`src/rtl/led_bar_monitor.sv`:
```
// led_bar_monitor: passive observer for the LED flasher bar.
// Decodes thermometer level, tracks direction, flags bad samples.
//
// Ports:
//   clk, rst_n   : clock, async active-low reset
//   LEDs         : observed bar pattern, bit 0 lights first
//   clr          : sync clear of err_count and cycle_count
//   level        : lit-LED count of last valid sample
//   dir          : 00 IDLE, 01 UP, 10 DOWN
//   turn_pulse   : UP<->DOWN reversal pulse
//   turn_level   : level at last reversal (peak/trough)
//   cycle_done   : pulse on DOWN reaching 0
//   cycle_count  : completed cycles, wraps
//   err_code     : pulse on non-thermometer sample
//   err_step     : pulse on |delta level| > MAX_STEP
//   err_count    : saturating error event count
module led_bar_monitor #(
  parameter int WIDTH    = 16,
  parameter int MAX_STEP = 1
) (
  input  logic             clk,
  input  logic             rst_n,
  input  logic [WIDTH-1:0] LEDs,
  input  logic             clr,
  output logic [4:0]       level,
  output logic [1:0]       dir,
  output logic             turn_pulse,
  output logic [4:0]       turn_level,
  output logic             cycle_done,
  output logic [7:0]       cycle_count,
  output logic             err_code,
  output logic             err_step,
  output logic [7:0]       err_count
);

  typedef enum logic [1:0] {
    IDLE = 2'b00,
    UP   = 2'b01,
    DOWN = 2'b10
  } state_t;

  localparam logic [WIDTH-1:0] ONE = 1;

  state_t            state, state_d;
  logic [WIDTH-1:0]  leds_q;
  logic              code_ok;
  logic [4:0]        new_lvl;
  logic signed [5:0] delta;
  logic [5:0]        mag;
  logic              step_big;
  logic              go_up, go_dn;
  logic [4:0]        level_d, turn_level_d;
  logic              turn_d, done_d;
  logic              ecode_d, estep_d;

  always_ff @(posedge clk or negedge rst_n) begin
    if (!rst_n) leds_q <= '0;
    else        leds_q <= LEDs;
  end

  // (2^n)-1 has no bit in common with its successor
  assign code_ok = ((leds_q & (leds_q + ONE)) == '0);

  always_comb begin
    new_lvl = '0;
    for (int i = 0; i < WIDTH; i++)
      new_lvl = new_lvl + 5'(leds_q[i]);
  end

  assign delta    = $signed({1'b0, new_lvl})
                  - $signed({1'b0, level});
  assign mag      = delta[5] ? 6'(-delta) : 6'(delta);
  assign step_big = (mag > 6'(MAX_STEP));
  assign go_up    = !delta[5] && (delta != 6'sd0);
  assign go_dn    = delta[5];

  always_ff @(posedge clk or negedge rst_n) begin
    if (!rst_n) state <= IDLE;
    else        state <= state_d;
  end

  always_comb begin
    state_d      = state;
    level_d      = level;
    turn_level_d = turn_level;
    turn_d       = 1'b0;
    done_d       = 1'b0;
    ecode_d      = 1'b0;
    estep_d      = 1'b0;
    if (!code_ok) begin
      // bad sample: everything holds
      ecode_d = 1'b1;
    end else begin
      level_d = new_lvl;
      estep_d = step_big;
      unique case (state)
        IDLE: begin
          if (go_up)      state_d = UP;
          else if (go_dn) state_d = DOWN;
        end
        UP: begin
          if (go_dn) begin
            state_d      = DOWN;
            turn_d       = 1'b1;
            turn_level_d = level;
          end
        end
        DOWN: begin
          if (go_up) begin
            state_d      = UP;
            turn_d       = 1'b1;
            turn_level_d = level;
          end else if (go_dn && new_lvl == 5'd0) begin
            state_d = IDLE;
            done_d  = 1'b1;
          end
        end
        default: state_d = IDLE;
      endcase
    end
  end

  assign dir = state;

  always_ff @(posedge clk or negedge rst_n) begin
    if (!rst_n) begin
      level      <= '0;
      turn_level <= '0;
      turn_pulse <= 1'b0;
      cycle_done <= 1'b0;
      err_code   <= 1'b0;
      err_step   <= 1'b0;
    end else begin
      level      <= level_d;
      turn_level <= turn_level_d;
      turn_pulse <= turn_d;
      cycle_done <= done_d;
      err_code   <= ecode_d;
      err_step   <= estep_d;
    end
  end

  always_ff @(posedge clk or negedge rst_n) begin
    if (!rst_n) begin
      cycle_count <= '0;
      err_count   <= '0;
    end else if (clr) begin
      cycle_count <= '0;
      err_count   <= '0;
    end else begin
      if (done_d)
        cycle_count <= cycle_count + 8'd1;
      if ((ecode_d || estep_d) && err_count != 8'hFF)
        err_count <= err_count + 8'd1;
    end
  end

endmodule

```
`config.mk`:
```
export PLATFORM = sky130hd
export DESIGN_NAME = led_bar_monitor
export DESIGN_NICKNAME = d
export VERILOG_FILES = /design/src/rtl/led_bar_monitor.sv
export SDC_FILE = /design/constraint.sdc
export NUM_CORES = 1
export LEC_CHECK = 0
export BUFFER_PORTS_ARGS = -buffer_cell sky130_fd_sc_hd__clkbuf_2
export CORE_MARGIN = 3
export CORE_UTILIZATION = 25
export DETAILED_ROUTE_END_ITERATION = 10
export SLEW_MARGIN = 15
export SYNTH_ARGS = -nofsm -noshare
export SYNTH_HDL_FRONTEND = slang
export SYNTH_SLANG_ARGS = --single-unit
```
`constraint.sdc`:
```
create_clock -name clk -period 7.4 [get_ports clk]
set_clock_uncertainty 0.2 [all_clocks]
set_input_delay 1.48 -clock clk [delete_from_list [all_inputs] [get_ports clk]]
set_output_delay 1.48 -clock clk [all_outputs]
set_load 0.01 [all_outputs]
```
; Word-level counts from Yosys, hierarchy flattened
; Index checks and enable logic that the tools add are counted.
[op_classes]
reduce_logical = 14
order_cmp = 1
eq_ne = 6
muxes = 23
addsub = 20
n_bitwise = 1
[op_table]
columns = operator, count
row1 = adder 5 x 1 -> 5 bit, 11
row2 = 2-to-1 mux 8 bit, 4
row3 = "adder 16 x 1 -> 16 bit, second input constant", 1
row4 = "adder 8 x 1 -> 8 bit, second input constant", 2
row5 = AND 16 bit, 1
row6 = zero test 16 bit, 1
row7 = 2-to-1 mux 5 bit, 2
row8 = case mux 5 bit (2 select lines), 1
row9 = 2-to-1 mux 1 bit, 9
row10 = 2-to-1 mux 2 bit, 4
row11 = "!= test 8 bit, second input constant", 1
row12 = "> comparator 6 x 1 -> 1 bit, second input constant", 1
row13 = 2-to-1 mux 6 bit, 1
row14 = negation 6 bit, 1
row15 = case mux 2 bit (3 select lines), 1
row16 = nonzero test 2 bit, 3
row17 = nonzero test 6 bit, 1
row18 = subtractor 5 x 5 -> 6 bit, 1
row19 = adder 4 x 1 -> 5 bit, 1
row20 = zero test 5 bit, 1
row21 = adder 3 x 1 -> 4 bit, 1
row22 = "!= test 2 bit, second input constant", 2
row23 = AND reduction 4 bit, 1
row24 = adder 2 x 1 -> 3 bit, 1
row25 = other kinds (10), 12
[word_totals]
out_inout_bits = 32
reg_bits = 48
word_cells = 75

; Logic depth before layout (Yosys ltp)
; Gate-level depths: netlist of the first run.
[logic_depth]
depth_word = 24
depth_mapped = 22

; Worst setup path after synthesis of the first run
; OpenSTA, ideal clock, no wires.
[synth_path]
kind = reg-to-reg
startpoint = register leds_q[0]
endpoint = register err_count[5]
arrival_ps = 5610
path_stages_with_launch = 22
required_ps = 7075
synth_period_minus_slack_ps = 5935
slack_ps = 1465
path_cell_list = dfrtp_1 inv_1 fa_1 inv_1 fa_1 fa_1 inv_1 fa_1 inv_1 ha_1 fa_1 inv_1 fa_1 ha_1 clkbuf_1 or3_1 nor3_2 mux2i_1 a2111oi_4 buf_4 nor3_1 mux2_4
[synth_via]
elab_chain_len = 23
word_cells_on_any_way = 27
cone_classes = add/sub (18) / order compare (1) / mux (3) / bitwise (1) / reduce/logical (4)
[synth_rtl]
columns = element, line_no
row1 = "start, declared", 45  ; logic [WIDTH-1:0] leds_q;
row2 = "start signal, assigned", 58  ; else leds_q <= LEDs;
row3 = adder 1 x 1 -> 2 bit (*), 67  ; new_lvl = new_lvl + 5'(leds_q[i]);
row4 = adder 2 x 1 -> 3 bit (*), 67
row5 = adder 3 x 1 -> 4 bit (*), 67
row6 = adder 4 x 1 -> 5 bit (*), 67
row7 = adder 5 x 1 -> 5 bit (*) (11 in a row), 67
row8 = net new_lvl[1], 47  ; logic [4:0] new_lvl;
row9 = subtractor 5 x 5 -> 6 bit (*), 71  ; - $signed({1'b0, level});
row10 = negation 6 bit, 72  ; assign mag = delta[5] ? 6'(-delta) : 6'(delta);
row11 = 2-to-1 mux 6 bit (*), 72
row12 = > comparator 6 x 1 -> 1 bit (*), 73  ; assign step_big = (mag > 6'(MAX_STEP));
row13 = 2-to-1 mux 1 bit (*), 90  ; if (!code_ok) begin
row14 = logical OR 1 bit (*), 153  ; if ((ecode_d || estep_d) && err_count != 8'hFF)
row15 = logical AND 1 bit (*), 153
row16 = nonzero test 2 bit (no source line) (*), n/a
row17 = "end signal, assigned", 154  ; err_count <= err_count + 8'd1;
row18 = "end, declared", 33  ; output logic [7:0] err_count
; Mark *: on every way through the listed nets, which the timed path passes. The rest lies on a longest branch.
; A chain may end at the register's enable or synchronous reset.

; Worst setup path in the final report of the first run
[layout_path]
startpoint = register leds_q[0]
endpoint = register err_count[0]
; Same word-level chain as after synthesis.

==> results of run 1 <==
[critical path, delay by kind of cell, from the launching register on]
family | cells | cell delay (ps)
adders and majority gates | 8 | 3550
buffers and inverters | 5 | 300
DFF | 1 | 360
AOI/OAI and AO/OA | 1 | 560
and+or+nand+nor | 3 | 710
muxes | 2 | 490
[report_power, final]
part / leakage, nW / switching, mW / internal, mW
sequential: 0.616 / 0.0170 / 0.277
combinational: 0.996 / 0.550 / 0.340
clock: 0.0808 / 0.0943 / 0.159
[flip-flops by register name, summed over array words and instances, names as in the netlist]
signal       flops
turn_pulse       1
cycle_done       1
leds_q          16
dir              2
cycle_count      8
err_step         1
err_count        8
err_code         1
level            5
turn_level       5
[per-stage QoR]
| step | instance area, um^2 | hold WS (ps) |
|---|---|---|
| floorplan | 2990 | 334 |
| global placement | 3380 | 278 |
| detailed placement | 3380 | 289 |
| CTS | 3550 | 305 |
| global route | 3550 | 311 |
| finish | 3550 | 294 |
[worst max-delay path by stage]
| stage | start | to | slack, ps | depth (start not counted) |
|---|---|---|---|---|
| finish | leds_q[0]$_DFF_PN0_ | err_count[0]$_DFFE_PN0P_ | 1110 | 19 |
| global route | leds_q[0]$_DFF_PN0_ | err_count[0]$_DFFE_PN0P_ | 820 | 19 |
| CTS | leds_q[0]$_DFF_PN0_ | err_count[0]$_DFFE_PN0P_ | 1110 | 19 |
| detailed placement | leds_q[0]$_DFF_PN0_ | err_count[0]$_DFFE_PN0P_ | 1090 | 19 |
| global placement | leds_q[0]$_DFF_PN0_ | err_count[0]$_DFFE_PN0P_ | 1250 | 19 |
| floorplan | leds_q[0]$_DFF_PN0_ | err_count[5]$_DFFE_PN0P_ | 1470 | 21 |
[cells by family (layout without fill, tap and decap cells)]
family                   after synthesis  in the layout  share of synthesized area (%)
XOR/XNOR                              12             12                           4.01
AO/OA/AOI/OAI                         51             51                           12.2
adder cells (fa/ha/maj)               30             30                           15.3
buffers and inverters                 40             91                           5.68
flip-flops                            48             48                           40.1
AND/OR/NAND/NOR                      102            102                           18.6
multiplexers                          11             11                           4.10
[area by class of cell]
class                      instances  area share (%)
clock buffer                       6            3.63
clock inverter                     2           0.987
inverter                          31            3.28
multi-input combinational        206            45.7
sequential                        48            33.9
tap                              143            5.04
timing repair buffer              52            7.48
[cells in the final DEF, fill, tap and decap left out, types with 5 or more instances in the layout]
cell type	n
clkbuf_2	50
dfrtp_1	48
inv_1	30
nand2_1	21
ha_1	19
nor2_1	17
a21oi_1	13
nor2b_1	13
fa_1	11
nand4_1	9
o21ai_0	9
xor2_1	8
or3_1	6
nor3_1	6
nand3_1	6
mux2_1	6
o31ai_1	5
and2_1	5
nand2b_1	5
clkbuf_16	5
[metal layers]
layer	vias up	wire length (um)
met5	-	0
met4	0	64
met3	6	359
met2	54	2860
met1	1084	2900
li1	1115	-
==> summary.txt, run 1 <==
Status -> finished, final reports clean
Yosys warnings -> 0
Yosys top cell by area -> dfrtp_1
Power Total -> 1.44 mW
# diodes -> 0
Avg Inst Size Synth -> 10.2 um^2
Worst min-delay path endpoint -> turn_level[3]$_DFFE_PN0P_
Worst Path Arrival -> 6260 ps
Synth Instances -> 294
Share of layout cells above drive strength 1 -> 20.6%
Startpoint types -> flip-flop
Worst hold path class -> flip-flop to flip-flop
Final Setup Violations -> 0
Final core utilization -> 30.7%
1st-iter DRT viols -> 61
Std-Cell Rows -> 39
Crit-path max FO -> 11
# fillers -> 1185
Core Footprint -> 0.0116 mm^2
Initial antenna violation count -> 0
Placed instance count -> 480
Worst R2R Start -> leds_q[0]$_DFF_PN0_
I/O pin count -> 51
Worst-path clk slew -> 70 ps
Mapped cell area -> 0.00299 mm^2
Met1 usage -> 12.6%
PwrDens -> 405 mW/mm^2
Period minus WS final -> 6290 ps
Slowest cell on the critical path -> a2111oi_4
Vias in the first global route -> 2215
Cell Chain, Critical Path -> inv_1 -> fa_1 -> inv_1 -> fa_1 -> fa_1 -> inv_1 -> fa_1 -> inv_1 -> ha_1 -> fa_1 -> inv_1 -> fa_1 -> ha_1 -> or3_1 -> nor3_2 -> mux2i_1 -> a2111oi_4 -> nor2b_1 -> mux2_1
Reg2reg end -> err_count[0]$_DFFE_PN0P_
Overall Global Routing Usage -> 9.45%
Clk Latency, worst-skew pair -> 280 ps
Top FF cell, synth -> dfrtp_1
Yosys cell types -> 55
GR Util met2 -> 15.2%
CTS tree -> built
Via count -> 2259
Most instantiated library cell after synthesis -> dfrtp_1
Max-Cap Viols -> 0
GRT busiest layer -> met2
Die X -> 115 um
Crit Path Category -> flip-flop to flip-flop
Placer congestion estimate -> 0.944
GR Overflow Total -> 0
Die footprint -> 0.0133 mm^2
Clock Tree Buf Depth -> 2
Mean number of vias per cell -> 4.63
Max Transition Viols Final -> 0
Slew @ Worst Pin -> 596 ps
Most common cell on crit path -> fa_1
Relative slew slack -> 60.3%
Max incr delay on CP -> 560 ps
RSZ-0062 raised after global routing -> no
EDFF count, synth -> 0
Crit path capture type -> flip-flop
Largest net degree at the start of global routing -> 49
Die Ht -> 115 um
Fin crit share -> 85.1%
Register area -> 0.00120 mm^2
R2R Setup Slk -> 1110 ps
Synth top cells by count -> 48 x dfrtp_1, 30 x inv_1, 21 x nand2_1, 19 x ha_1, 17 x nor2_1
I/O Buffers -> 50
Nets -> 393
Initial core utilization -> 25.9%
Post-CTS sizing -> 0
Worst hold path depth -> 1
CP required -> 7370 ps
DRT Pass-1 Iters -> 4
Origin of the worst min-delay path -> turn_level[3]$_DFFE_PN0P_
Peak Freq -> 0.159 GHz
H-tree depth -> 2
Final setup margin -> 1110 ps
Final WL -> 6180 um
Sequential share of the synthesized area -> 40.1%
First-pass GRT wire length -> 10300 um
Syn Nets -> 343
Final Instance Count excl. Fillers -> 488
Hold Buf Count CTS -> 0
DRC -> 0
IR drop worst, VDD -> 0.171 mV
Final antenna-violating net count -> 0
Post-route setup TNS -> 0 ps
CTS Buf Count -> 5
Area occupied by multi-input gates -> 0.00162 mm^2
Worst-case reg-to-reg path depth -> 19
Clock root buffer master -> clkbuf_16
Post-synthesis sequential element count -> 48
DR WL/cell -> 12.7 um
Largest cells by area after synthesis -> dfrtp_1 40%, ha_1 7.9%, fa_1 7.4%
Post-CTS Setup Repair Bufs -> 0
Area growth from synthesis to layout -> 18.5%
Clk sink count -> 48
Final Hold Vio Count -> 0
Place WS -> 1090 ps
Met3 GRT Util -> 2.66%
Detail Placement HPWL -> 4900 um
Async SR Flop Fraction -> 100%
Area fraction of the dominant cell type after synthesis -> 40.1%
Static Leak -> 1.69 nW
No activity file was read; power rests on OpenSTA's default activity.
==> run 2, diff against run 1 <==
CORE_UTILIZATION = 56   (was 25)
PLACE_DENSITY = 0.8   (was unset)
==> run 2 against run 1 <==
Effect of this change: highest routed layer unchanged; power fell by 5.7%; maximum frequency decreased by 0.29%; clock power is 37% lower; largest cell class unchanged.
==> summary.txt, run 2 (synthesis results as in run 1) <==
Post-CTS Setup Repair Bufs -> 0 (unchanged)
Final setup margin -> 1090 ps (-18.3 ps)
Most frequent cells in the layout -> 50 x clkbuf_2, 48 x dfrtp_1, 30 x inv_1
Worst min-delay path endpoint -> turn_level[3]$_DFFE_PN0P_
Clk sink count -> 48 (unchanged)
Crit Path Category -> flip-flop to flip-flop
# diodes -> 0 (unchanged)
Reg2reg end -> err_count[0]$_DFFE_PN0P_
Worst Path Arrival -> 6300 ps (+40 ps)
Relative slew slack -> 60.8% (+0.53 points)
Core Footprint -> 0.00494 mm^2 (-57%)
# fillers -> 420 (-65%)
Post-route setup TNS -> 0 ps (unchanged)
Max Transition Viols Final -> 0 (unchanged)
Final Setup Violations -> 0 (unchanged)
GR Overflow Total -> 0 (unchanged)
1st-iter DRT viols -> 130 (+110%)
I/O pin count -> 51 (unchanged)
Clk Latency, worst-skew pair -> 300 ps (+20 ps)
Clock Tree Buf Depth -> 2 (unchanged)
Max incr delay on CP -> 560 ps (about the same)
Worst-case reg-to-reg path depth -> 19 (unchanged)
Worst-path clk slew -> 90 ps (+20 ps)
Commonest non-fill, non-tap cell in the layout -> clkbuf_2
Static Leak -> 1.66 nW (-2.1%)
Period minus WS final -> 6310 ps (+18.3 ps)
Register with the most flip-flops -> leds_q
PwrDens -> 401 mW/mm^2 (-1.1%)
RSZ-0062 raised after global routing -> no
GRT busiest layer -> met2
Final antenna-violating net count -> 0 (unchanged)
R2R Setup Slk -> 1090 ps (-20 ps)
Origin of the worst min-delay path -> turn_level[3]$_DFFE_PN0P_
Largest net degree at the start of global routing -> 49 (unchanged)
Crit path capture type -> flip-flop
Area growth from synthesis to layout -> 13.0%
Worst R2R Start -> leds_q[0]$_DFF_PN0_
Mean number of vias per cell -> 5.39 (+16%)
Slowest cell on the critical path -> a2111oi_4
Die footprint -> 0.00626 mm^2 (-53%)
CTS tree -> built
Std-Cell Rows -> 25 (-36%)
CP required -> 7390 ps (+20 ps)
Initial core utilization -> 60.6% (+35 points)
Final WL -> 5730 um (-7.2%)
Worst hold path depth -> 1 (unchanged)
Die Ht -> 79.1 um (-31%)
Met3 GRT Util -> 4.20% (+1.5 points)
Hold Buf Count CTS -> 0 (unchanged)
Clock root buffer master -> clkbuf_8
Fin crit share -> 85.3% (+0.25 points)
Peak Freq -> 0.158 GHz (-0.29%)
Max FFs per register -> 16 (unchanged)
Share of layout cells above drive strength 1 -> 20.6% (unchanged)
Die X -> 79.1 um (-31%)
CTS Buf Count -> 5 (unchanged)
Post-CTS sizing -> 0 (unchanged)
Placer congestion estimate -> 0.864 (-8.5%)
Met1 usage -> 27.5% (+15 points)
GR Util met2 -> 33.9% (+19 points)
Initial antenna violation count -> 0 (unchanged)
Overall Global Routing Usage -> 20.7% (+11 points)
Detail Placement HPWL -> 4420 um (-9.9%)
Final Instance Count excl. Fillers -> 412 (-16%)
Largest regs -> leds_q x16, cycle_count x8, err_count x8
Worst hold path class -> flip-flop to flip-flop
H-tree depth -> 2 (unchanged)
Vias in the first global route -> 2200 (-0.68%)
Crit-path max FO -> 11 (unchanged)
Startpoint types -> flip-flop
Slew @ Worst Pin -> 588 ps (-7.98 ps)
DRT Pass-1 Iters -> 4 (unchanged)
Place WS -> 1070 ps (-19.5 ps)
First-pass GRT wire length -> 10200 um (-0.27%)
Status -> finished, final reports clean
I/O Buffers -> 50 (unchanged)
DR WL/cell -> 13.9 um (+9.9%)
Placed instance count -> 404 (-16%)
Cell Chain, Critical Path -> inv_1 -> fa_1 -> inv_1 -> fa_1 -> fa_1 -> inv_1 -> fa_1 -> inv_1 -> ha_1 -> fa_1 -> inv_1 -> fa_1 -> ha_1 -> or3_1 -> nor3_2 -> mux2i_1 -> a2111oi_4 -> nor2b_1 -> mux2_1
Nets -> 393 (unchanged)
Final Hold Vio Count -> 0 (unchanged)
DRC -> 0 (unchanged)
Via count -> 2221 (-1.7%)
Most common cell on crit path -> fa_1
Max-Cap Viols -> 0 (unchanged)
IR drop worst, VDD -> 0.226 mV (+33%)
[run 2: cell types whose count changed in the layout (fill, tap and decap cells not counted)]
cell / previous run / this run
clkbuf_8: 0 / 6
clkinv_2: 1 / 0
bufinv_16: 1 / 0
clkbuf_16: 5 / 0
clkinvlp_4: 0 / 1
[run 2: stage by stage]
step	cell area [um^2]	utilization [%]	total power, mW	hold WS (ps)
floorplan	2990	-	1.02	334
global placement	3290	66.6	1.16	274
detailed placement	3290	66.6	1.19	282
CTS	3380	68.5	1.36	302
global route	3380	68.5	1.48	326
finish	3380	68.5	1.36	296
[run 2: area by class of cell]
cell class | count | area [um^2] | area share, %
tap | 67 | 83.8 | 2.48
clock inverter | 1 | 7.51 | 0.222
inverter | 31 | 116 | 3.44
sequential | 48 | 1200 | 35.5
multi-input combinational | 206 | 1620 | 48.0
clock buffer | 7 | 86.3 | 2.55
timing repair buffer | 52 | 265 | 7.84
[run 2: how the worst max path moves through the flow]
stage / start / end / slack [ps] / depth (start not counted)
finish: leds_q[0]$_DFF_PN0_ / err_count[0]$_DFFE_PN0P_ / 1090 / 19
global route: leds_q[0]$_DFF_PN0_ / err_count[0]$_DFFE_PN0P_ / 750 / 19
floorplan: leds_q[0]$_DFF_PN0_ / err_count[5]$_DFFE_PN0P_ / 1470 / 21
detailed placement: leds_q[0]$_DFF_PN0_ / err_count[0]$_DFFE_PN0P_ / 1070 / 19
global placement: leds_q[0]$_DFF_PN0_ / err_count[0]$_DFFE_PN0P_ / 1260 / 19
CTS: leds_q[0]$_DFF_PN0_ / err_count[0]$_DFFE_PN0P_ / 1070 / 19
[run 2: critical path, delay by kind of cell, from the launching register on]
kind	cells	cell delay (ps)
AOI/OAI and AO/OA	1	560
adders and majority gates	8	3550
buffers and inverters	5	300
DFF	1	380
muxes	2	490
and+or+nand+nor	3	700
[run 2: routing by layer]
layer | up-vias | share of wire (%) | wire length, um
li1 | 1111 | - | -
met1 | 1048 | 45 | 2560
met2 | 52 | 49 | 2790
met3 | 10 | 4.9 | 281
met4 | 0 | 1.7 | 97
met5 | - | 0 | 0
[run 2: report_power, final]
group          internal, mW  switching, mW  total [mW]
clock network        0.0760         0.0841       0.160
registers             0.276         0.0164       0.293
logic                 0.341          0.562       0.903
total                 0.694          0.662        1.36
